File: config.mk
export PLATFORM = sky130hd
export DESIGN_NAME = uart_rx_ctrl
export DESIGN_NICKNAME = d
export VERILOG_FILES = /design/src/rtl/uart_rx_ctrl.sv
export SDC_FILE = /design/constraint.sdc
export NUM_CORES = 1
export LEC_CHECK = 0
export BUFFER_PORTS_ARGS = -buffer_cell sky130_fd_sc_hd__buf_2
export CORE_MARGIN = 3
export CORE_UTILIZATION = 25
export DETAILED_ROUTE_END_ITERATION = 16
export PLACE_DENSITY = 0.49
export RECOVER_POWER = 100
export REMOVE_ABC_BUFFERS = 1
export SYNTH_ARGS = -nofsm -noshare
export SYNTH_HDL_FRONTEND = slang
export SYNTH_SLANG_ARGS = --single-unit
export TNS_END_PERCENT = 5
File: constraint.sdc
create_clock -name sampling_clk -period 2.9 [get_ports sampling_clk]
set_input_delay 0.435 -clock sampling_clk [delete_from_list [all_inputs] [get_ports sampling_clk]]
set_output_delay 0.435 -clock sampling_clk [all_outputs]
set_load 0.01 [all_outputs]
File: src/rtl/uart_rx_ctrl.sv
// UART receive frame controller: start-bit qualification, 3-sample majority
// voting, deserializer sequencing, and parity/stop checking with one result per frame.
module uart_rx_ctrl #(
  parameter int PRESCALE   = 8,
  parameter int DATA_WIDTH = 8
) (
  input  logic                  sampling_clk,
  input  logic                  rst_n,
  input  logic                  rx_in,
  input  logic                  par_en,
  input  logic                  par_typ,
  input  logic [DATA_WIDTH-1:0] p_data,
  output logic                  sampled_bit,
  output logic                  bit_strobe,
  output logic                  deser_en,
  output logic                  data_valid,
  output logic                  par_err,
  output logic                  stp_err,
  output logic                  busy
);

  localparam int EW = $clog2(PRESCALE);
  localparam int BW = (DATA_WIDTH > 1) ? $clog2(DATA_WIDTH) : 1;

  localparam logic [EW-1:0] SAMPLE0_TICK = EW'(PRESCALE / 2 - 1);
  localparam logic [EW-1:0] SAMPLE1_TICK = EW'(PRESCALE / 2);
  localparam logic [EW-1:0] VOTE_TICK    = EW'(PRESCALE / 2 + 1);
  localparam logic [EW-1:0] CHECK_TICK   = EW'(PRESCALE / 2 + 2);
  localparam logic [EW-1:0] LAST_TICK    = EW'(PRESCALE - 1);
  localparam logic [BW-1:0] LAST_BIT     = BW'(DATA_WIDTH - 1);

  localparam logic [2:0] IDLE   = 3'd0;
  localparam logic [2:0] START  = 3'd1;
  localparam logic [2:0] DATA   = 3'd2;
  localparam logic [2:0] PARITY = 3'd3;
  localparam logic [2:0] STOP   = 3'd4;

  logic [2:0]    state_reg, state_next;
  logic [EW-1:0] edge_cnt_reg, edge_cnt_next;
  logic [BW-1:0] bit_cnt_reg, bit_cnt_next;
  logic          sample0_reg, sample1_reg;
  logic          par_en_reg, par_typ_reg;
  logic          par_fail_reg, stp_fail_reg;

  logic          last_tick, vote_tick, check_tick;
  logic          majority, enter_start, strobe_next, frame_done, expected_parity;

  always_comb begin
    last_tick       = (edge_cnt_reg == LAST_TICK);
    vote_tick       = (edge_cnt_reg == VOTE_TICK);
    check_tick      = (edge_cnt_reg == CHECK_TICK);
    majority        = (sample0_reg & sample1_reg) | (sample0_reg & rx_in) | (sample1_reg & rx_in);
    expected_parity = (^p_data) ^ par_typ_reg;
    frame_done      = (state_reg == STOP) && last_tick;

    state_next    = state_reg;
    edge_cnt_next = last_tick ? '0 : edge_cnt_reg + 1'b1;
    bit_cnt_next  = bit_cnt_reg;
    enter_start   = 1'b0;

    case (state_reg)
      IDLE: begin
        edge_cnt_next = '0;
        if (!rx_in) begin
          state_next    = START;
          edge_cnt_next = EW'(1);
          enter_start   = 1'b1;
        end
      end
      START: begin
        // A start bit that votes high was line noise: abandon it mid-bit.
        if (vote_tick && majority) begin
          state_next    = IDLE;
          edge_cnt_next = '0;
        end else if (last_tick) begin
          state_next   = DATA;
          bit_cnt_next = '0;
        end
      end
      DATA: begin
        if (last_tick) begin
          bit_cnt_next = bit_cnt_reg + 1'b1;
          if (bit_cnt_reg == LAST_BIT)
            state_next = par_en_reg ? PARITY : STOP;
        end
      end
      PARITY: begin
        if (last_tick)
          state_next = STOP;
      end
      STOP: begin
        if (last_tick) begin
          // Line already low at the end of stop: next frame's start bit, no idle tick needed.
          if (!rx_in) begin
            state_next    = START;
            edge_cnt_next = EW'(1);
            enter_start   = 1'b1;
          end else begin
            state_next    = IDLE;
            edge_cnt_next = '0;
          end
        end
      end
      default: begin
        state_next    = IDLE;
        edge_cnt_next = '0;
      end
    endcase

    strobe_next = vote_tick && (state_reg != IDLE) && !((state_reg == START) && majority);
  end

  always_ff @(posedge sampling_clk or negedge rst_n) begin
    if (!rst_n) begin
      state_reg    <= IDLE;
      edge_cnt_reg <= '0;
      bit_cnt_reg  <= '0;
      sample0_reg  <= 1'b1;
      sample1_reg  <= 1'b1;
      par_en_reg   <= 1'b0;
      par_typ_reg  <= 1'b0;
      par_fail_reg <= 1'b0;
      stp_fail_reg <= 1'b0;
      sampled_bit  <= 1'b1;
      bit_strobe   <= 1'b0;
      deser_en     <= 1'b0;
      data_valid   <= 1'b0;
      par_err      <= 1'b0;
      stp_err      <= 1'b0;
      busy         <= 1'b0;
    end else begin
      state_reg    <= state_next;
      edge_cnt_reg <= edge_cnt_next;
      bit_cnt_reg  <= bit_cnt_next;

      if (state_reg != IDLE) begin
        if (edge_cnt_reg == SAMPLE0_TICK) sample0_reg <= rx_in;
        if (edge_cnt_reg == SAMPLE1_TICK) sample1_reg <= rx_in;
        if (vote_tick)                    sampled_bit <= majority;
      end

      if (enter_start) begin
        par_en_reg   <= par_en;
        par_typ_reg  <= par_typ;
        par_fail_reg <= 1'b0;
        stp_fail_reg <= 1'b0;
      end else begin
        if ((state_reg == PARITY) && check_tick && (sampled_bit != expected_parity))
          par_fail_reg <= 1'b1;
        if ((state_reg == STOP) && check_tick && !sampled_bit)
          stp_fail_reg <= 1'b1;
      end

      bit_strobe <= strobe_next;
      deser_en   <= (state_next == DATA);
      busy       <= (state_next != IDLE);
      data_valid <= frame_done && !par_fail_reg && !stp_fail_reg;
      par_err    <= frame_done && par_fail_reg;
      stp_err    <= frame_done && stp_fail_reg;
    end
  end

endmodule

# Word level (Yosys, flattened, before mapping)
# Index checks and enable logic that the tools add are counted.
[totals]
elab_cells = 93
in_bits = 13
regBits = 22
out_inout_bits = 7
[classes]
n_eq_ne = 15
n_addsub = 2
n_reduce_logical = 29
bitwise = 6
mux = 25
[ops]
columns = ["cell", "n"]
rows = [
  ["$mux 3", 14],
  ["$eq 3x3->1 const B", 6],
  ["$pmux 3 s5", 1],
  ["$logic_and 1x1->1", 13],
  ["$eq 3x2->1 const B", 4],
  ["$pmux 3 s4", 1],
  ["$reduce_xor 8->1", 1],
  ["$mux 1", 7],
  ["$add 3x1->3 const B", 2],
  ["$ne 2x2->1 const B", 3],
  ["$pmux 3 s2", 1],
  ["$reduce_and 2->1", 3],
  ["$reduce_bool 2->1", 3],
  ["$reduce_bool 3->1", 2],
  ["$logic_not 1->1", 4],
  ["$reduce_and 4->1", 1],
  ["$and 1x1->1", 3],
  ["$eq 3x1->1 const B", 1],
  ["$logic_not 3->1", 1],
  ["$or 1x1->1", 2],
  ["$pmux 1 s2", 1],
  ["$reduce_or 2->1", 1],
  ["$ne 1x1->1", 1],
  ["$xor 1x1->1", 1],
]

# Longest topological paths before layout
# Gate-level depths: netlist of the first run.
[depth]
ltp_word = 7
mapped_depth = 7
depth_no_buf = 6

# Worst setup path after synthesis of the first run
# No wires, ideal clock.
[synth_path]
path_type = "reg-to-reg"
from = "register edge_cnt_reg[0]"
to = "register busy"
required_time_ps = 2762
period_less_slack_ps = 1915
t_arrival_ps = 1777
path_buffers = 1
setup_slack_ps = 985
stages_incl_launch_ff = 8
setup_ps = 138
cell_sequence = "dfrtp_1 ha_1 ha_1 and2b_1 or4_1 buf_6 o311ai_4 or4_1"
[synth_via]
elab_chain_cells = 5
elab_cells_between_ends = 10
classes_between = "eq/ne: 2; mux: 6; reduce/logical: 2"
[synth_lines]
columns = ["item", "line", "text"]
rows = [
  ["from (decl)", "39", "logic [EW-1:0] edge_cnt_reg, edge_cnt_next;"],
  ["from (signal assigned)", "133", "edge_cnt_reg <= edge_cnt_next;"],
  ["$eq 3x3->1 (on tied branches)", "49, 50", ""],
  ["$mux 3 / $logic_and 1x1->1 (equally long branches)", "75, 72", ""],
  ["$mux 3", "72", "if (vote_tick && majority) begin"],
  ["$pmux 3 s5 (*)", "61", "case (state_reg)"],
  ["via state_next[0]", "38", "logic [2:0] state_reg, state_next;"],
  ["$reduce_bool 3->1 (*)", "156", "busy <= (state_next != IDLE);"],
  ["to (signal assigned)", "156", ""],
  ["to (decl)", "19", "output logic busy"],
]
# The timed path passes the listed nets; every way through them passes the cells marked *.
# A chain may end at the register's enable or synchronous reset.

# Worst setup path in the final report of the first run
# Same ends and word-level chain as after synthesis.

==> results by group, run 1 <==
Clocking
  • Clock Latency Late Sink: between 200 and 300 ps
  • H-tree depth: 1
  • TritonCTS clock tree: yes
  • Post-CTS sizing: 0
  • Root buf cell: clkbuf_8
  • Clock Sinks: 22
  • Clk slew on worst S/H paths: 80 ps
  • Cts bufs inserted: 3
  • Clock Tree Buf Depth: 2
  • # hold bufs at CTS: 0
  • Setup Fix Bufs, Post-CTS: 0

STA
  • RSZ-0062 raised after global routing: false
  • Fmax: 422 MHz
  • Tmin final: 2370 ps
  • Worst relative slew slack: 0.220
  • Setup violators final: 0
  • Tcrit/Tclk final: 0.817
  • Worst Skew: ~6.2 ps
  • Final Hold Viols: 0
  • Worst-margin pin slew: 1170 ps
  • TNS Setup: 0 ps
  • Max-slew violations: 0

Global route
  • Pin count of the biggest net entering global routing: 23
  • First-pass GRT wire length: between 3 and 4 mm
  • Vias in the first global route: ~800
  • GRT Total Usage: 0.0897
  • GRT overflow: 0
  • Initial antenna violation count: 0

Power and ir drop
  • Peak VDD IR: between 0.2 and 0.25 mV
  • Pwr Density: between 800 and 900 nW/µm²
  • Leakage power: roughly 0.00064 µW

Setup path
  • Worst setup SP type: flip-flop
  • Worst Path Arrival: 2500 ps
  • Crit path kind: reg -> reg
  • Total number of cells along the worst setup path: 6
  • CP endpoint kind: flip-flop
  • Reg2Reg Depth: 6
  • Required @ worst endpoint: 3030 ps
  • Buffers & Inverters on Critical Path: 0
  • Crit path from: edge_cnt_reg[0]
  • Top Family by Delay on Critical Path: simple AND/OR/NAND/NOR gates
  • Capture point of the worst reg-to-reg path: busy
  • Critical path peak fanout: 13
  • Flop2flop setup slack: about 530 ps
  • Crit path to: busy
  • Launch point of the worst reg-to-reg path: edge_cnt_reg[0]
  • Highest-delay cell along the critical path: or4_1
  • CP max stage delay: about 530 ps
  • Crit path cell chain: ha_1 -> ha_1 -> and2b_1 -> or4_1 -> o311ai_0 -> or4_1

Detailed routing
  • DRC viols: 0
  • WL per Instance: 13.0 µm
  • Final ANT Viol Nets: 0
  • First-pass iteration count of the detailed router: 4
  • First-iteration detailed-routing DRC count: 56
  • Routed WL: roughly 2.3 mm
  • Via density: between 4 and 5
  • Via count: 798

Synthesis
  • Netlist cell types: 38
  • Post-synthesis sequential area ratio: 0.463
  • Post-synthesis register bit count: 22
  • Cell Area, Synth: between 1000 and 1500 µm²
  • Number of synthesized flops with an enable pin: 0
  • Synth async-reset ratio: 1.00
  • YS warnings: 0
  • Top_reg_cell synth: dfrtp_1
  • Mapped Cells: 100
  • Syn Area/Cell: ~12 µm²

Die
  • Io pins: 20
  • Row count: 24
  • Die Height: roughly 75 µm
  • Die ar.: 5650 µm²
  • Core area: around 4500 µm²
  • Die X: about 75 µm
  • Initial Utilization: 0.267

Cells and area
  • Layout Nets: between 100 and 150
  • Fin area: between 1000 and 1500 µm²
  • Area Growth Syn to Fin: 13.2%
  • Final Util: 0.303
  • Fraction of layout cells with a size suffix above 1: 0.215
  • ANT cells: 0

Placed design
  • I/O Buffers: 19
  • Routability-driven placement congestion ratio: 0.857
  • Dpl cell area: 1340 µm²
  • DP Wirelength: about 1.7 mm

Run status
  • Status: finished clean

Hold path
  • Hold Crit Class: in -> async

Job
  • # Max-Cap Violations: 0
cell families after synthesis:
group,Yosys count,share of synthesized area
adders and majority gates,9,0.0931
xor gates and xnor gates,8,0.0701
DFF,22,0.463
muxes,6,0.0628
buffers and inverters,8,0.0324
and+or+nand+nor,30,0.139
AOI/OAI and AO/OA,17,0.139
layout make-up:
| cell class | count | area, µm² |
|---|---|---|
| clock buffers | 4 | 55.1 |
| fillers | 454 | 3120 |
| inverters | 6 | 22.5 |
| multi-input cells | 70 | 571 |
| flip-flops and latches | 22 | 554 |
| well taps | 52 | 65.1 |
| repair buffers | 19 | 86.3 |
synthesized netlist by cell type (all sizes together) (3+ instances only):
master,n,area [µm²]
ha,8,100
nor2,5,18.8
dfrtp,19,475
nand2,6,22.5
xnor2,6,52.6
dfstp,3,78.8
mux2,6,75.1
and3,3,18.8
nor3,3,15.0
a22o,3,26.3
inv,6,22.5
layout by cell type (no fill, tap or decap), drive strengths merged, types with 2 or more instances in the layout:
cell type,count
a21oi,2
a22o,3
and2b,2
and3,3
buf,12
clkbuf,11
dfrtp,19
dfstp,3
ha,8
inv,6
mux2,6
nand2,6
nand3,2
nor2,5
nor2b,2
nor3,3
o21a,2
o21ai,2
or4,2
xnor2,6
metrics by stage:
step           std cells  total power, µW  hold slack (ps)  setup slack (ps)
2_1_floorplan         98              890              139               791
6_report             173             1160              382               531
3_3_place_gp         169             1000              423               651
4_1_cts              173             1240              146               556
5_1_grt              173             1250              377               426
3_5_place_dp         169             1010              433               568
worst min-delay path by stage:
| stage | startpoint | end | depth (start not counted) |
|---|---|---|---|
| after global routing | par_en | par_en_reg | 2 |
| after CTS | rst_n | bit_cnt_reg[2] | 1 |
| after floorplan | rst_n | bit_cnt_reg[0] | 0 |
| final | rst_n | bit_cnt_reg[2] | 1 |
| after detailed placement | rst_n | bit_cnt_reg[2] | 1 |
| after global placement | rst_n | bit_cnt_reg[2] | 1 |
layer usage:
| layer | GRT usage | up-vias | wire [µm] |
|---|---|---|---|
| met5 | 0 | - | 0 |
| met3 | 0.0174 | 2 | 85 |
| met2 | 0.144 | 16 | 1110 |
| li1 | - | 394 | - |
| met4 | 0.0641 | 0 | 47 |
| met1 | 0.107 | 386 | 1010 |
report_power, final:
part           switching, µW  internal (µW)
logic                    221            227
clock network           99.1            121
registers               82.1            415
worst reg2reg max path, cell delays in order (launching register included):
cell and delay (ps):
dfrtp_1 410, ha_1 230, ha_1 320, and2b_1 270, or4_1 230, o311ai_0 250, or4_1 530
Note: power is estimated with default switching activity, not from simulation.
==> run 2, diff against run 1 <==
- PLACE_DENSITY: 0.49 -> 0.5
- clock period: 2.9 -> 2.1 ns (I/O delays scaled with it)
==> run 2 against run 1 <==
Net effect:
- fmax increased by 17%
- routed wire length decreased by 0.27%
- first-iteration DRC count decreased by 46%
- clock skew decreased by 3.6 ps
- cell count increased by 2.3%
- final area increased by 4.1%
- critical path depth increased by 1
- highest routed layer unchanged
==> results by group, run 2 (synthesized netlist as in run 1, its figures left out) <==
Detailed routing
  • Final ANT Viol Nets: 0
  • Routed WL: around 2.2 mm
  • First-iteration detailed-routing DRC count: 30
  • First-pass iteration count of the detailed router: 4
  • WL per Instance: about 13 µm
  • DRC viols: 0
  • Via density: 4.53
  • Via count: 802

Clocking
  • Setup Fix Bufs, Post-CTS: 0
  • Clock Sinks: 22
  • H-tree depth: 1
  • Clock Latency Late Sink: ~260 ps
  • Cts bufs inserted: 3
  • Post-CTS sizing: 0
  • # hold bufs at CTS: 0
  • Clk slew on worst S/H paths: 80 ps
  • TritonCTS clock tree: yes
  • Clock Tree Buf Depth: 2
  • Root buf cell: clkbuf_8

Setup path
  • Critical path peak fanout: 3
  • Most common cell on crit path: ha_1
  • Highest-delay cell along the critical path: or4_1
  • Launch point of the worst reg-to-reg path: edge_cnt_reg[1]
  • Top Family by Delay on Critical Path: simple AND/OR/NAND/NOR gates
  • Crit path kind: reg -> reg
  • Crit path from: edge_cnt_reg[1]
  • CP max stage delay: 470 ps
  • Flop2flop setup slack: 70 ps
  • Crit path cell chain: ha_1 -> ha_1 -> clkbuf_4 -> and4b_4 -> o21ai_4 -> o311ai_4 -> or4_1
  • Worst Path Arrival: between 2000 and 2500 ps
  • CP endpoint kind: flip-flop
  • Buffers & Inverters on Critical Path: 1
  • Worst setup SP type: flip-flop
  • Required @ worst endpoint: approximately 2200 ps

Cells and area
  • ANT cells: 0
  • Fraction of layout cells with a size suffix above 1: 0.264
  • Most common cell after layout, fill and taps aside: dfrtp_1
  • Final Util: 0.315
  • Most frequent cells in the layout: dfrtp_1, buf_2, ha_1, clkbuf_1
  • Fill count: approximately 450
  • Layout Nets: 147
  • Area Growth Syn to Fin: 17.8%

STA
  • Max-slew violations: 0
  • Tmin final: 2030 ps
  • Worst-margin pin slew: about 1100 ps
  • Hold slack final: 250 ps
  • Tcrit/Tclk final: 0.966
  • TNS Setup: 0 ps
  • RSZ-0062 raised after global routing: false
  • Final Hold Viols: 0
  • Final worst slack: slightly above 70 ps
  • Fmax: about 490 MHz
  • Worst Skew: approximately 2.7 ps
  • Worst relative slew slack: 0.253
  • Setup violators final: 0

Power and ir drop
  • Leakage power: 0.000665 µW
  • Pwr Density: around 1200 nW/µm²
  • Tot Pwr: between 1500 and 2000 µW
  • Peak VDD IR: about 0.3 mV

Placed design
  • Pre-CTS setup slack: ~35 ps
  • DP Wirelength: approximately 1.8 mm
  • Routability-driven placement congestion ratio: approximately 0.82
  • I/O Buffers: 19

Die
  • Initial Utilization: 0.267
  • Die Height: 75.2 µm
  • Die ar.: between 5000 and 6000 µm²
  • Die X: between 70 and 80 µm
  • Core area: approximately 4500 µm²
  • Io pins: 20
  • Row count: 24

Global route
  • Pin count of the biggest net entering global routing: 23
  • GRT Total Usage: 0.0864
  • Initial antenna violation count: 0
  • First-pass GRT wire length: between 3 and 4 mm
  • Vias in the first global route: slightly below 800
  • GRT overflow: 0

Hold path
  • Hold Crit Class: in -> async

Job
  • # Max-Cap Violations: 0

Run status
  • Status: finished clean
-- run 2: area by class of cell --
class                           count  area [µm²]  share of cell area
Clock buffer                        4        55.1              0.0391
Inverter                            6        22.5              0.0160
Multi-Input combinational cell     70         599               0.425
Sequential cell                    22         554               0.393
Tap cell                           52        65.1              0.0462
Timing Repair Buffer               23         113              0.0799
-- run 2: routing by layer --
layer	wire length [µm]	vias to the layer above	track usage
met1	1010	390	0.105
met4	29	0	0.0466
met2	1160	9	0.147
met3	56	2	0.0120
li1	-	401	-
met5	0	-	0
-- run 2: power by group --
part | switching, µW | internal [µW]
Sequential | 104 | 572
Combinational | 353 | 361
Clock | 128 | 167
Total | 585 | 1100
-- run 2: worst paths after layout --
kind,end,depth (start not counted)
hold / removal,bit_cnt_reg[2],1
setup reg to reg,busy,7
hold reg to reg,data_valid,1
max in group asynchronous,edge_cnt_reg[0],1
min in group sampling_clk,par_typ_reg,2
setup / recovery,busy,7
-- run 2: through the flow --
stage,instance area [µm²],instances
2_1_floorplan,1180,98
3_3_place_gp,1370,173
4_1_cts,1430,177
3_5_place_dp,1370,173
6_report,1410,177
5_1_grt,1410,177
